==> src/rtl/branch_resolve_unit_pkg.sv <==
// rtl/branch_resolve_unit_pkg.sv - shared types and constants for the branch resolve unit
//
// Purpose: the in-flight queue entry layout, the recovery state encoding and
// the PC width used by branch_resolve_unit and bru_pred_fifo.
// Ports: none (package).

package branch_resolve_unit_pkg;

  localparam int PC_W = 32;

  typedef enum logic {
    NORMAL  = 1'b0,
    RECOVER = 1'b1
  } bru_state_e;

  typedef struct packed {
    logic            pred;
    logic [PC_W-1:0] pcplus4;
    logic [PC_W-1:0] target;
  } bru_entry_t;

endpackage

==> src/rtl/bru_pred_fifo.sv <==
// rtl/bru_pred_fifo.sv - circular buffer holding in-flight branch predictions
//
// Purpose: DEPTH-entry FIFO of bru_entry_t with a synchronous clear.
// Ports:
//   Clock, Reset     rising-edge clock, synchronous active-high reset
//   i_push, i_wdata  write request and entry (ignored when full)
//   i_pop            read request (ignored when empty)
//   i_clear          empty the queue; wins over push and pop
//   o_rdata          head entry (valid when !o_empty)
//   o_full, o_empty  occupancy flags
//   o_count          occupancy, 0..DEPTH

import branch_resolve_unit_pkg::*;

module bru_pred_fifo #(
  parameter int DEPTH = 4
) (
  input  logic                   Clock,
  input  logic                   Reset,
  input  logic                   i_push,
  input  logic                   i_pop,
  input  logic                   i_clear,
  input  bru_entry_t             i_wdata,
  output bru_entry_t             o_rdata,
  output logic                   o_full,
  output logic                   o_empty,
  output logic [$clog2(DEPTH):0] o_count
);

  localparam int AW = $clog2(DEPTH);

  bru_entry_t    r_mem [DEPTH];
  logic [AW-1:0] r_wptr;
  logic [AW-1:0] r_rptr;
  logic [AW:0]   r_count;

  logic w_do_push;
  logic w_do_pop;

  assign o_full    = (r_count == (AW+1)'(DEPTH));
  assign o_empty   = (r_count == '0);
  assign o_count   = r_count;
  assign o_rdata   = r_mem[r_rptr];
  assign w_do_push = i_push && !o_full;
  assign w_do_pop  = i_pop && !o_empty;

  // Storage carries no reset; occupancy alone decides what is valid.
  always_ff @(posedge Clock) begin
    if (w_do_push) begin
      r_mem[r_wptr] <= i_wdata;
    end
  end

  // Pointers wrap for free because DEPTH is a power of two.
  always_ff @(posedge Clock) begin
    if (Reset || i_clear) begin
      r_wptr  <= '0;
      r_rptr  <= '0;
      r_count <= '0;
    end else begin
      if (w_do_push) begin
        r_wptr <= r_wptr + AW'(1);
      end
      if (w_do_pop) begin
        r_rptr <= r_rptr + AW'(1);
      end
      if (w_do_push && !w_do_pop) begin
        r_count <= r_count + (AW+1)'(1);
      end else if (w_do_pop && !w_do_push) begin
        r_count <= r_count - (AW+1)'(1);
      end
    end
  end

endmodule

==> src/rtl/branch_resolve_unit.sv <==
// rtl/branch_resolve_unit.sv - resolves predicted branches in EX and raises mispredict flushes
//
// Purpose: queues each ID-stage prediction, checks it against the EX outcome,
// flushes with a corrected PC on mismatch, trains the predictor and keeps
// accuracy statistics.
// Ports:
//   Clock, Reset                    rising-edge clock, synchronous active-high reset
//   Stall                           pipeline hold, blocks queue push and pop
//   BranchInstructExists_ID         branch in ID; Prediction_ID, PCPlus4_ID, BranchTarget_ID describe it
//   BranchInstructExists_EX         branch resolving in EX; BranchTaken_EX is its outcome
//   Flush, RedirectPC               mispredict flush and corrected fetch PC
//   UpdateValid, UpdateTaken        predictor training strobe and outcome
//   BranchCount, MispredictCount    saturating statistics
//   Overflow, Underflow             sticky queue error flags

import branch_resolve_unit_pkg::*;

module branch_resolve_unit #(
  parameter int DEPTH        = 4,
  parameter int FLUSH_CYCLES = 2,
  parameter int CW           = 16
) (
  input  logic            Clock,
  input  logic            Reset,
  input  logic            Stall,
  input  logic            BranchInstructExists_ID,
  input  logic            Prediction_ID,
  input  logic [PC_W-1:0] PCPlus4_ID,
  input  logic [PC_W-1:0] BranchTarget_ID,
  input  logic            BranchInstructExists_EX,
  input  logic            BranchTaken_EX,
  output logic            Flush,
  output logic [PC_W-1:0] RedirectPC,
  output logic            UpdateValid,
  output logic            UpdateTaken,
  output logic [CW-1:0]   BranchCount,
  output logic [CW-1:0]   MispredictCount,
  output logic            Overflow,
  output logic            Underflow
);

  localparam int AW  = $clog2(DEPTH);
  localparam int FCW = (FLUSH_CYCLES > 1) ? $clog2(FLUSH_CYCLES) : 1;

  bru_state_e       r_state;
  bru_state_e       w_state_nxt;
  logic [FCW-1:0]   r_cnt;
  logic [FCW-1:0]   w_cnt_nxt;

  logic [PC_W-1:0]  r_redirect_pc;
  logic             r_update_valid;
  logic             r_update_taken;
  logic [CW-1:0]    r_branch_count;
  logic [CW-1:0]    r_mispredict_count;
  logic             r_overflow;
  logic             r_underflow;

  bru_entry_t       w_wdata;
  bru_entry_t       w_head;
  logic             w_q_full;
  logic             w_q_empty;
  logic [AW:0]      w_q_count;

  logic             w_push_req;
  logic             w_resolve;
  logic             w_head_pred;
  logic             w_mismatch;
  logic             w_flush_start;
  logic             w_overflow_evt;
  logic             w_underflow_evt;

  assign w_wdata    = '{pred: Prediction_ID, pcplus4: PCPlus4_ID, target: BranchTarget_ID};
  assign w_push_req = !Stall && BranchInstructExists_ID && (r_state == NORMAL);
  assign w_resolve  = !Stall && BranchInstructExists_EX;

  // An empty queue has no prediction to offer, so it counts as not-taken.
  assign w_head_pred     = w_q_empty ? 1'b0 : w_head.pred;
  assign w_mismatch      = w_resolve && (w_head_pred != BranchTaken_EX);
  assign w_flush_start   = w_mismatch && !w_q_empty && (r_state == NORMAL);
  assign w_overflow_evt  = w_push_req && w_q_full;
  // During RECOVER the queue was just cleared on purpose, so that is not an underflow.
  assign w_underflow_evt = w_resolve && (w_q_count == '0) && (r_state == NORMAL);

  bru_pred_fifo #(
    .DEPTH (DEPTH)
  ) u_fifo (
    .Clock   (Clock),
    .Reset   (Reset),
    .i_push  (w_push_req),
    .i_pop   (w_resolve),
    .i_clear (w_flush_start),
    .i_wdata (w_wdata),
    .o_rdata (w_head),
    .o_full  (w_q_full),
    .o_empty (w_q_empty),
    .o_count (w_q_count)
  );

  always_ff @(posedge Clock) begin
    if (Reset) begin
      r_state <= NORMAL;
      r_cnt   <= '0;
    end else begin
      r_state <= w_state_nxt;
      r_cnt   <= w_cnt_nxt;
    end
  end

  // The recovery countdown freezes under Stall so the flush outlasts the hold.
  always_comb begin
    w_state_nxt = r_state;
    w_cnt_nxt   = r_cnt;
    Flush       = 1'b0;
    case (r_state)
      NORMAL: begin
        if (w_flush_start) begin
          w_state_nxt = RECOVER;
          w_cnt_nxt   = FCW'(FLUSH_CYCLES - 1);
        end
      end
      RECOVER: begin
        Flush = 1'b1;
        if (!Stall) begin
          if (r_cnt == '0) begin
            w_state_nxt = NORMAL;
          end else begin
            w_cnt_nxt = r_cnt - FCW'(1);
          end
        end
      end
      default: begin
        w_state_nxt = NORMAL;
        w_cnt_nxt   = '0;
      end
    endcase
  end

  always_ff @(posedge Clock) begin
    if (Reset) begin
      r_redirect_pc      <= '0;
      r_update_valid     <= 1'b0;
      r_update_taken     <= 1'b0;
      r_branch_count     <= '0;
      r_mispredict_count <= '0;
      r_overflow         <= 1'b0;
      r_underflow        <= 1'b0;
    end else begin
      r_update_valid <= w_resolve;
      r_update_taken <= w_resolve && BranchTaken_EX;
      if (w_resolve && (r_branch_count != '1)) begin
        r_branch_count <= r_branch_count + CW'(1);
      end
      if (w_mismatch && (r_mispredict_count != '1)) begin
        r_mispredict_count <= r_mispredict_count + CW'(1);
      end
      if (w_flush_start) begin
        r_redirect_pc <= BranchTaken_EX ? w_head.target : w_head.pcplus4;
      end
      if (w_overflow_evt) begin
        r_overflow <= 1'b1;
      end
      if (w_underflow_evt) begin
        r_underflow <= 1'b1;
      end
    end
  end

  assign RedirectPC      = r_redirect_pc;
  assign UpdateValid     = r_update_valid;
  assign UpdateTaken     = r_update_taken;
  assign BranchCount     = r_branch_count;
  assign MispredictCount = r_mispredict_count;
  assign Overflow        = r_overflow;
  assign Underflow       = r_underflow;

endmodule

==> config.mk <==
export PLATFORM = sky130hd
export DESIGN_NAME = branch_resolve_unit
export DESIGN_NICKNAME = d
export VERILOG_FILES = /design/src/rtl/branch_resolve_unit_pkg.sv /design/src/rtl/bru_pred_fifo.sv /design/src/rtl/branch_resolve_unit.sv
export SDC_FILE = /design/constraint.sdc
export NUM_CORES = 1
export LEC_CHECK = 0
export BUFFER_PORTS_ARGS = -buffer_cell sky130_fd_sc_hd__buf_2
export CAP_MARGIN = 10
export CORE_UTILIZATION = 30
export CTS_BUF_LIST = sky130_fd_sc_hd__clkbuf_8
export DETAILED_ROUTE_END_ITERATION = 6
export GPL_TIMING_DRIVEN = 0
export HOLD_SLACK_MARGIN = 0.15
export PLACE_DENSITY = 0.42
export SYNTH_ARGS = -nofsm -noshare
export SYNTH_HDL_FRONTEND = slang
export SYNTH_SLANG_ARGS = --single-unit
==> constraint.sdc <==
create_clock -name Clock -period 4.2 [get_ports Clock]
set_input_delay 1.26 -clock Clock [delete_from_list [all_inputs] [get_ports Clock]]
set_output_delay 1.26 -clock Clock [all_outputs]
set_load 0.005 [all_outputs]
Word-level counts from Yosys, hierarchy flattened --
Memories as Yosys holds them, arrays and structs flattened. A register that Yosys moved wholly into a read port is not among the register bits. Cells that the tools add are included.
Operators by class: $add $sub $neg 7, eq/ne operators 6, multiplexer cells 17, bitwise logic cells 1, reductions and logical operators 25
Operator list (count):
- adder 16 x 1 -> 16 bit (second input constant) | 2
- 2-to-1 mux 32 bit | 1
- inequality test 16 bit (second input constant) | 2
- logical AND 1 bit | 16
- 2-to-1 mux 1 bit | 10
- 2-to-1 mux 3 bit | 2
- logical NOT 1 bit | 5
- adder 2 x 1 -> 2 bit (second input constant) | 2
- 2-to-1 mux 2 bit | 2
- case mux 1 bit (2 select lines) | 2
- adder 3 x 1 -> 3 bit (second input constant) | 1
- equality test 3 bit (second input constant) | 1
- logical NOT 3 bit | 1
- subtractor 3 x 1 -> 3 bit (second input constant) | 1
- inequality test 2 x 1 -> 1 bit (second input constant) | 1
- inequality test 2 bit (second input constant) | 1
- AND reduction 2 bit | 1
- nonzero test 2 bit | 1
- logical OR 1 bit | 1
- inequality test 1 bit | 1
- inverter 1 bit | 1
- subtractor 1 bit (second input constant) | 1
Storage, ports and cells: register bits 77, RAM bits 260, output and inout bits 69, memories 1
Memories:
- u_fifo.r_mem | depth 4, bits a word 65, read ports 1, clocked after Yosys merged registers in 1, wr ports 1, RTL line bru_pred_fifo.sv:32 | bru_entry_t r_mem [DEPTH];

Logic depth before layout (Yosys ltp) --
Gate-level depths: netlist of run 1.
word-level depth 8, depth in mapped cells 10, mapped depth without buffers 10

By module --
A second synthesis of run 1 with hierarchy kept.
Unflattened totals: cells, all modules 742, area, all modules 13021.2 um^2
By module, submodules not included:
- bru_pred_fifo | times used 1, cells each 389, area each 9840.7 um^2
- branch_resolve_unit | times used 1, cells each 353, area each 3180.6 um^2

Least setup slack after synthesis of run 1 --
OpenSTA, ideal clock, no wires.
path kind in2reg, start point input Stall, end point memory u_fifo.r_mem[1][0] (netlist bit) (enable), setup time 0.430 ns, data arrival time 3.370 ns, required time 3.770 ns, setup slack 0.400 ns, cell stages on the path 4, path buffers 0, cells stage by stage nor2_1 > nand2_1 > a21oi_1 > and2_1
On the way: longest elaborated chain between the ends 6
RTL lines:
- start: declaration | RTL line branch_resolve_unit.sv:25 | input logic Stall,
- logical NOT 1 bit
- logical AND 1 bit (2 in a row) | RTL line branch_resolve_unit.sv:73 | assign w_push_req = !Stall && BranchInstructExists_ID && (r_state == NORMAL);
- logical AND 1 bit | RTL line bru_pred_fifo.sv:44 | assign w_do_push = i_push && !o_full;
- net u_fifo.w_do_push | RTL line bru_pred_fifo.sv:37 | logic w_do_push;
- 2-to-1 mux 1 bit | RTL line bru_pred_fifo.sv:49 | if (w_do_push) begin
- 2-to-1 mux 1 bit (not written as such) | RTL line bru_pred_fifo.sv:50 | r_mem[r_wptr] <= i_wdata;
- end: declaration | RTL line bru_pred_fifo.sv:32
The timed path passes the listed nets, and every way through them passes these cells.

Worst setup path after layout of run 1 --
start point input Stall, end point memory u_fifo.r_mem[3][18] (netlist bit) (enable)
The elaborated chain is that of the path after synthesis.

==> flow_summary.json, run 1 <==
{
  "status": "completed",
  "r2r_setup_slack_ps": 1710,
  "drive_gt1_share_pct": 30.4,
  "die-area_um2": 44300,
  "num_vias": 7237,
  "crit_required_ps": 4520,
  "hpwlAfterDp_mm": 19.1,
  "cp_max_fo": 36,
  "ir_drop_mv": 0.240,
  "synthArstFlopShare_pct": 0,
  "synthCells": 750,
  "drc": 0,
  "critical-path-max-stage-delay_ps": 670,
  "worst_setup_path_end_kind": "flop",
  "synth_common_cells": "edfxtp_1 (260), dfxtp_1 (79), nor2_1 (75)",
  "min_path_type": "reg2reg",
  "synth_edf_count": 260,
  "final_antenna_net_count": 0,
  "critical_path_arrival_ps": 3200,
  "drt-total-wl_mm": 31.0,
  "synth_top_family_by_area": "multiplexers",
  "die_h_um": 210,
  "antenna_found_initial": 7,
  "fin_ws_ps": 1320,
  "nets": 1034,
  "post_cts.repair.setup_buffers": 0,
  "syn-num-nets": 829,
  "setup_viol": 0,
  "worstSetupStartpoint": "Stall",
  "pre_cts_ws_ps": 598,
  "rsz0062_at_grt": "no",
  "synth_compound_area_share_pct": 3.64,
  "htree_levels": 2,
  "first_global_vias": 7582,
  "cts.sinks": 339,
  "start_kind": "input pin",
  "p_leak_uw": 0.00543,
  "clock_latency_ps": 650,
  "finalCritPeriodShare_pct": 68.6,
  "fmax_mhz": 347,
  "port_buffers": 139,
  "avgSynthCellArea_um2": 17.4,
  "rr_worst_depth": 5,
  "synth_area_leader_cell": "edfxtp_1",
  "drv_cap": 0,
  "tightest_slew_ps": 1040,
  "hold_viol": 0,
  "relSlewSlack_pct": 30.9,
  "yosys_warnings": 0,
  "cts_buffer_depth": 3,
  "grt_pass1_wl_mm": 46.3,
  "drv_slew": 0,
  "worstSetupPathType": "in2reg",
  "synth_seq_cells": 339,
  "first_iter_violations": 369,
  "synth-simple-area-share_pct": 6.04,
  "synth_xor_area_share_pct": 1.07,
  "first_pass_iters": 6,
  "die_x_um": 210,
  "ys_top_cells_by_area": "edfxtp_1 (60%), dfxtp_1 (12%), mux4_2 (11%), mux2i_1 (2.8%), nor2_1 (2.2%)",
  "clock-root-buffer": "clkbuf_8",
  "synthMuxAreaShare_pct": 14.7,
  "fillers": 4190,
  "synthAdderAreaFrac_pct": 0.825,
  "gr-total-overflow": 0,
  "rr_startpoint": "r_state",
  "post_cts_resized": 0,
  "ys_seq_area_share_pct": 72.0,
  "path_cells": "buf_2, nor2_1, nand2_1, a21oi_1, and2_4, buf_12",
  "power.density_nw_per_um2": 506,
  "coreArea_um2": 43000,
  "yosysMostFrequentCell": "edfxtp_1",
  "cts_buffers": 60,
  "place.gp.congestion": 0.764,
  "grt_max_degree": 42,
  "io_pins": 140,
  "fin_hold_ws_ps": 482,
  "cts.clk_slew.worst_paths_ps": 60,
  "cp-endpoint": "u_fifo.r_mem[3][18]",
  "cts_tree": "yes",
  "slowest_stage": "and2_4",
  "start_util_pct": 30.3,
  "synthFlopType": "edfxtp_1",
  "grt.total_usage_pct": 14.2,
  "avgRoutedWirePerCell_um": 19.5,
  "netlist.area_leader.share_pct": 59.9,
  "rows": 76,
  "clock_skew_ps": 18.8,
  "synth_cell_type_count": 49,
  "syn_to_final_growth_pct": 20.6,
  "rr_endpoint": "u_fifo.r_mem[3][18]",
  "via_per_inst": 4.55,
  "cts_hold_buf": 0,
  "syn-cell-area_um2": 13000,
  "finalCriticalPeriod_ps": 2880
}
-- placed cells by master, fill, tap and decap left out, types with 8 or more instances in the layout --
cell type / synthesis / routed
a211oi_1: 35 / 35
buf_2: 5 / 144
mux2_1: 8 / 8
edfxtp_1: 260 / 260
mux4_2: 65 / 65
clkbuf_8: 0 / 63
dfxtp_1: 79 / 79
clkinv_1: 0 / 19
mux2i_1: 36 / 36
nand2_1: 14 / 14
a21oi_1: 13 / 13
nor2_1: 75 / 75
nor2b_1: 9 / 9
buf_1: 11 / 11
nand4_1: 9 / 9
xor2_1: 9 / 9
clkbuf_1: 13 / 13
inv_1: 11 / 29
-- critical path: cells and delay by family --
kind | cells | cell delay (ps)
and+or+nand+nor | 3 | 930
AOI/OAI and AO/OA | 1 | 510
buffers and inverters | 2 | 450
-- routing by layer --
layer  global-route usage (%)  wire length [um]
met3                     3.98              1640
met2                     23.2             14700
met5                        0                72
met1                     18.0             13800
met4                     5.05               720
-- metrics by stage --
| stage | instances | cell area (um^2) | util (%) | total power [uW] | setup TNS [ps] |
|---|---|---|---|---|---|
| global route | 1590 | 15700 | 36.6 | 8360 | 0 |
| finish | 1590 | 15700 | 36.6 | 7960 | 0 |
| global placement | 1474 | 14500 | 33.7 | 5150 | -410820 |
| detailed placement | 1478 | 14600 | 33.9 | 5160 | 0 |
| floorplan | 750 | 13000 | - | 4750 | 0 |
| CTS | 1589 | 15700 | 36.6 | 8130 | 0 |
-- kinds of logic after synthesis --
kind of cell	after synthesis
XOR/XNOR	16
AO/OA/AOI/OAI	68
buffers and inverters	49
flip-flops	339
AND/OR/NAND/NOR	161
multiplexers	109
adder cells (fa/ha/maj)	8
-- registers in the layout (all words and copies together), names as in the netlist, named ones only --
register	count
u_fifo.r_mem	260
RedirectPC	32
BranchCount	16
MispredictCount	16
u_fifo.o_count	3
u_fifo.r_rptr	2
u_fifo.r_wptr	2
Overflow	1
Underflow	1
UpdateTaken	1
UpdateValid	1
r_cnt	1
r_state	1
-- how the worst min path moves through the flow --
stage / start / endpoint / slack (ps) / cells past startpoint
2_1_floorplan: r_cnt / r_cnt / 450 / 2
3_3_place_gp: Underflow / Underflow / 450 / 2
3_5_place_dp: r_cnt / r_cnt / 480 / 2
4_1_cts: r_cnt / r_cnt / 490 / 2
5_1_grt: r_cnt / r_cnt / 510 / 2
6_report: r_cnt / r_cnt / 480 / 2
-- final cells by class --
| cell class | instances | area (um^2) | share of cell area [%] |
|---|---|---|---|
| well taps | 585 | 732 | 4.65 |
| inverters | 12 | 45.0 | 0.286 |
| multi-input cells | 362 | 3430 | 21.8 |
| clock inverters | 48 | 282 | 1.79 |
| diodes | 1 | 2.50 | 0.0159 |
| clock buffers | 63 | 867 | 5.51 |
| flip-flops and latches | 339 | 9390 | 59.7 |
| plain buffers | 37 | 179 | 1.14 |
| repair buffers | 143 | 798 | 5.08 |
-- power by group --
part / switching (uW) / total, uW / internal (uW)
sequential: 90.8 / 3930 / 3840
combinational: 597 / 1120 / 521
clock: 1340 / 2910 / 1570
total: 2030 / 7960 / 5930
(Power assumes the default switching activity.)
==> inputs of run 2 (changes only) <==
PLACE_DENSITY = 0.44   (was 0.42)
clock period = 2.4 ns   (was 4.2 ns; I/O delays follow)
==> run 2 against run 1 <==
Effect of this change: critical path depth is the same; sequential share of layout area shrank 0.098 points; via count shrank 0.48%; total power grew 73%; sequential cell count is the same; die area is the same; first-iteration DRC count grew 5.1%; worst setup slack lost 1100 ps; clock power grew 70%; design area grew 0.19%; critical endpoint is now MispredictCount[9]; largest cell class unchanged.
==> flow_summary.json, run 2 (synthesis gave the netlist of run 1 again) <==
{
  "rr_worst_depth": 6,
  "final_cell_mix": "edfxtp_1 (260), buf_2 (150), dfxtp_1 (77)",
  "clock_skew_ps": 21.0,
  "finalPower_uw": 13800,
  "final_antenna_net_count": 0,
  "power.density_nw_per_um2": 876,
  "setup_viol": 0,
  "p_leak_uw": 0.00550,
  "place_inst": 1478,
  "cts_tree": "yes",
  "worstSetupPathType": "reg2reg",
  "num_vias": 7202,
  "gr-total-overflow": 0,
  "clock_latency_ps": 630,
  "power_frac_comb_pct": 14.2,
  "antenna_found_initial": 6,
  "die_h_um": 210,
  "port_buffers": 139,
  "status": "completed",
  "cp_max_fo": 10,
  "cts_hold_buf": 0,
  "final_common_cell": "edfxtp_1",
  "finalCriticalPeriod_ps": 2220,
  "multi_input_area_um2": 3460,
  "swShare_pct": 25.4,
  "critical_path_arrival_ps": 2750,
  "ir_drop_mv": 0.436,
  "r2r_setup_slack_ps": 180,
  "start_kind": "flop",
  "drt-total-wl_mm": 30.5,
  "relSlewSlack_pct": 25.8,
  "place.gp.congestion": 0.764,
  "first_global_vias": 7493,
  "grt_max_degree": 48,
  "cts_buffer_depth": 3,
  "hold_viol": 0,
  "fmax_mhz": 450,
  "via_per_inst": 4.54,
  "nets": 1033,
  "first_iter_violations": 388,
  "grt.total_usage_pct": 14.1,
  "die_x_um": 210,
  "io_pins": 140,
  "p_switching_uw": 3510,
  "crit_required_ps": 2920,
  "drv_slew": 0,
  "syn_to_final_growth_pct": 20.9,
  "start_util_pct": 30.3,
  "finalCritPeriodShare_pct": 92.6,
  "tns_ps": 0,
  "worst_setup_path_end_kind": "flop",
  "tightest_slew_ps": 1110,
  "largest_reg_flops": 260,
  "clock-root-buffer": "clkbuf_8",
  "min_path_type": "in2reg",
  "rsz0062_at_grt": "no",
  "rr_endpoint": "MispredictCount[9]",
  "die-area_um2": 44300,
  "rows": 76,
  "first_pass_iters": 6,
  "post_cts.repair.setup_buffers": 0,
  "drv_cap": 0,
  "instances_no_fill": 1588,
  "drive_gt1_share_pct": 31.7,
  "pwr-share-seq_pct": 49.9,
  "cts.clk_slew.worst_paths_ps": 60,
  "cp-endpoint": "MispredictCount[9]",
  "grt_pass1_wl_mm": 45.9,
  "drc": 0,
  "n_antenna_cell": 0,
  "coreArea_um2": 43000,
  "cts_buffers": 59,
  "max_flop_register": "u_fifo.r_mem",
  "cts.sinks": 339,
  "p_clk_share_pct": 35.9,
  "htree_levels": 2,
  "fillers": 4155,
  "hpwlAfterDp_mm": 18.8,
  "seq_area_um2": 9390,
  "p_int_uw": 10300,
  "avgRoutedWirePerCell_um": 19.2
}
-- run 2: changes by cell type in the layout (fill, tap and decap cells not counted), sizes merged --
cell / change
clkbuf: +12
buf: -4
clkinv: -13
inv: +7
bufinv: -3
diode: -1
-- run 2: cell type report --
cell class / count / share of cell area [%]
Sequential cell: 339 / 59.6
Multi-Input combinational cell: 362 / 21.9
Clock buffer: 71 / 6.20
Timing Repair Buffer: 143 / 5.11
Tap cell: 585 / 4.65
Buffer: 37 / 1.26
Clock inverter: 39 / 0.961
Inverter: 12 / 0.286
-- run 2: worst min path at each step --
stage                               from                   to  slack [ps]  depth (start not counted)
after floorplan                    r_cnt                r_cnt         450                          2
after global placement             r_cnt                r_cnt         460                          2
after detailed placement           r_cnt                r_cnt         470                          2
after CTS                  Prediction_ID  u_fifo.r_mem[1][64]         230                          1
after global routing      PCPlus4_ID[12]  u_fifo.r_mem[2][44]         260                          1
final                      Prediction_ID  u_fifo.r_mem[1][64]         300                          1
-- run 2: stage by stage --
step,hold WS [ps],setup slack [ps],cell area (um^2),util (%)
after detailed placement,471,-342,14600,33.9
final,305,177,15800,36.7
after global routing,262,30.2,15800,36.7
after floorplan,451,-35.8,13000,-
after CTS,229,24.1,15700,36.6
after global placement,460,-1200,14500,33.7
-- run 2: critical path, cell delays in order, from the launching register on --
cell	delay, ps
dfxtp_1	350
mux4_2	530
a21oi_2	200
o21ai_2	140
buf_6	190
nor4_1	350
mux2_1	350
-- run 2: what timing repair did --
item / 4_1_cts / 5_1_grt
pin swaps: 0 / 0
gates resized for setup: 9 / 9
endpoints found under the setup margin: 28 / 20
-- run 2: power groups by stage --
| stage | clock [uW] | sequential [uW] | combinational (uW) |
|---|---|---|---|
| 2_1_floorplan | 0 | 6980 | 1330 |
| 3_3_place_gp | 0 | 7030 | 1960 |
| 3_5_place_dp | 0 | 7010 | 2010 |
| 4_1_cts | 5170 | 6890 | 2020 |
| 5_1_grt | 5410 | 6930 | 2180 |
| 6_report | 4960 | 6890 | 1960 |
-- run 2: routing by layer --
metal  wire, um  vias to the layer above  GRT usage (%)
met2      14600                      164           23.0
met1      13400                     3593           18.0
met3       1680                       59           3.59
li1           -                     3376              -
met5         61                        -              0
met4        699                       10           5.55
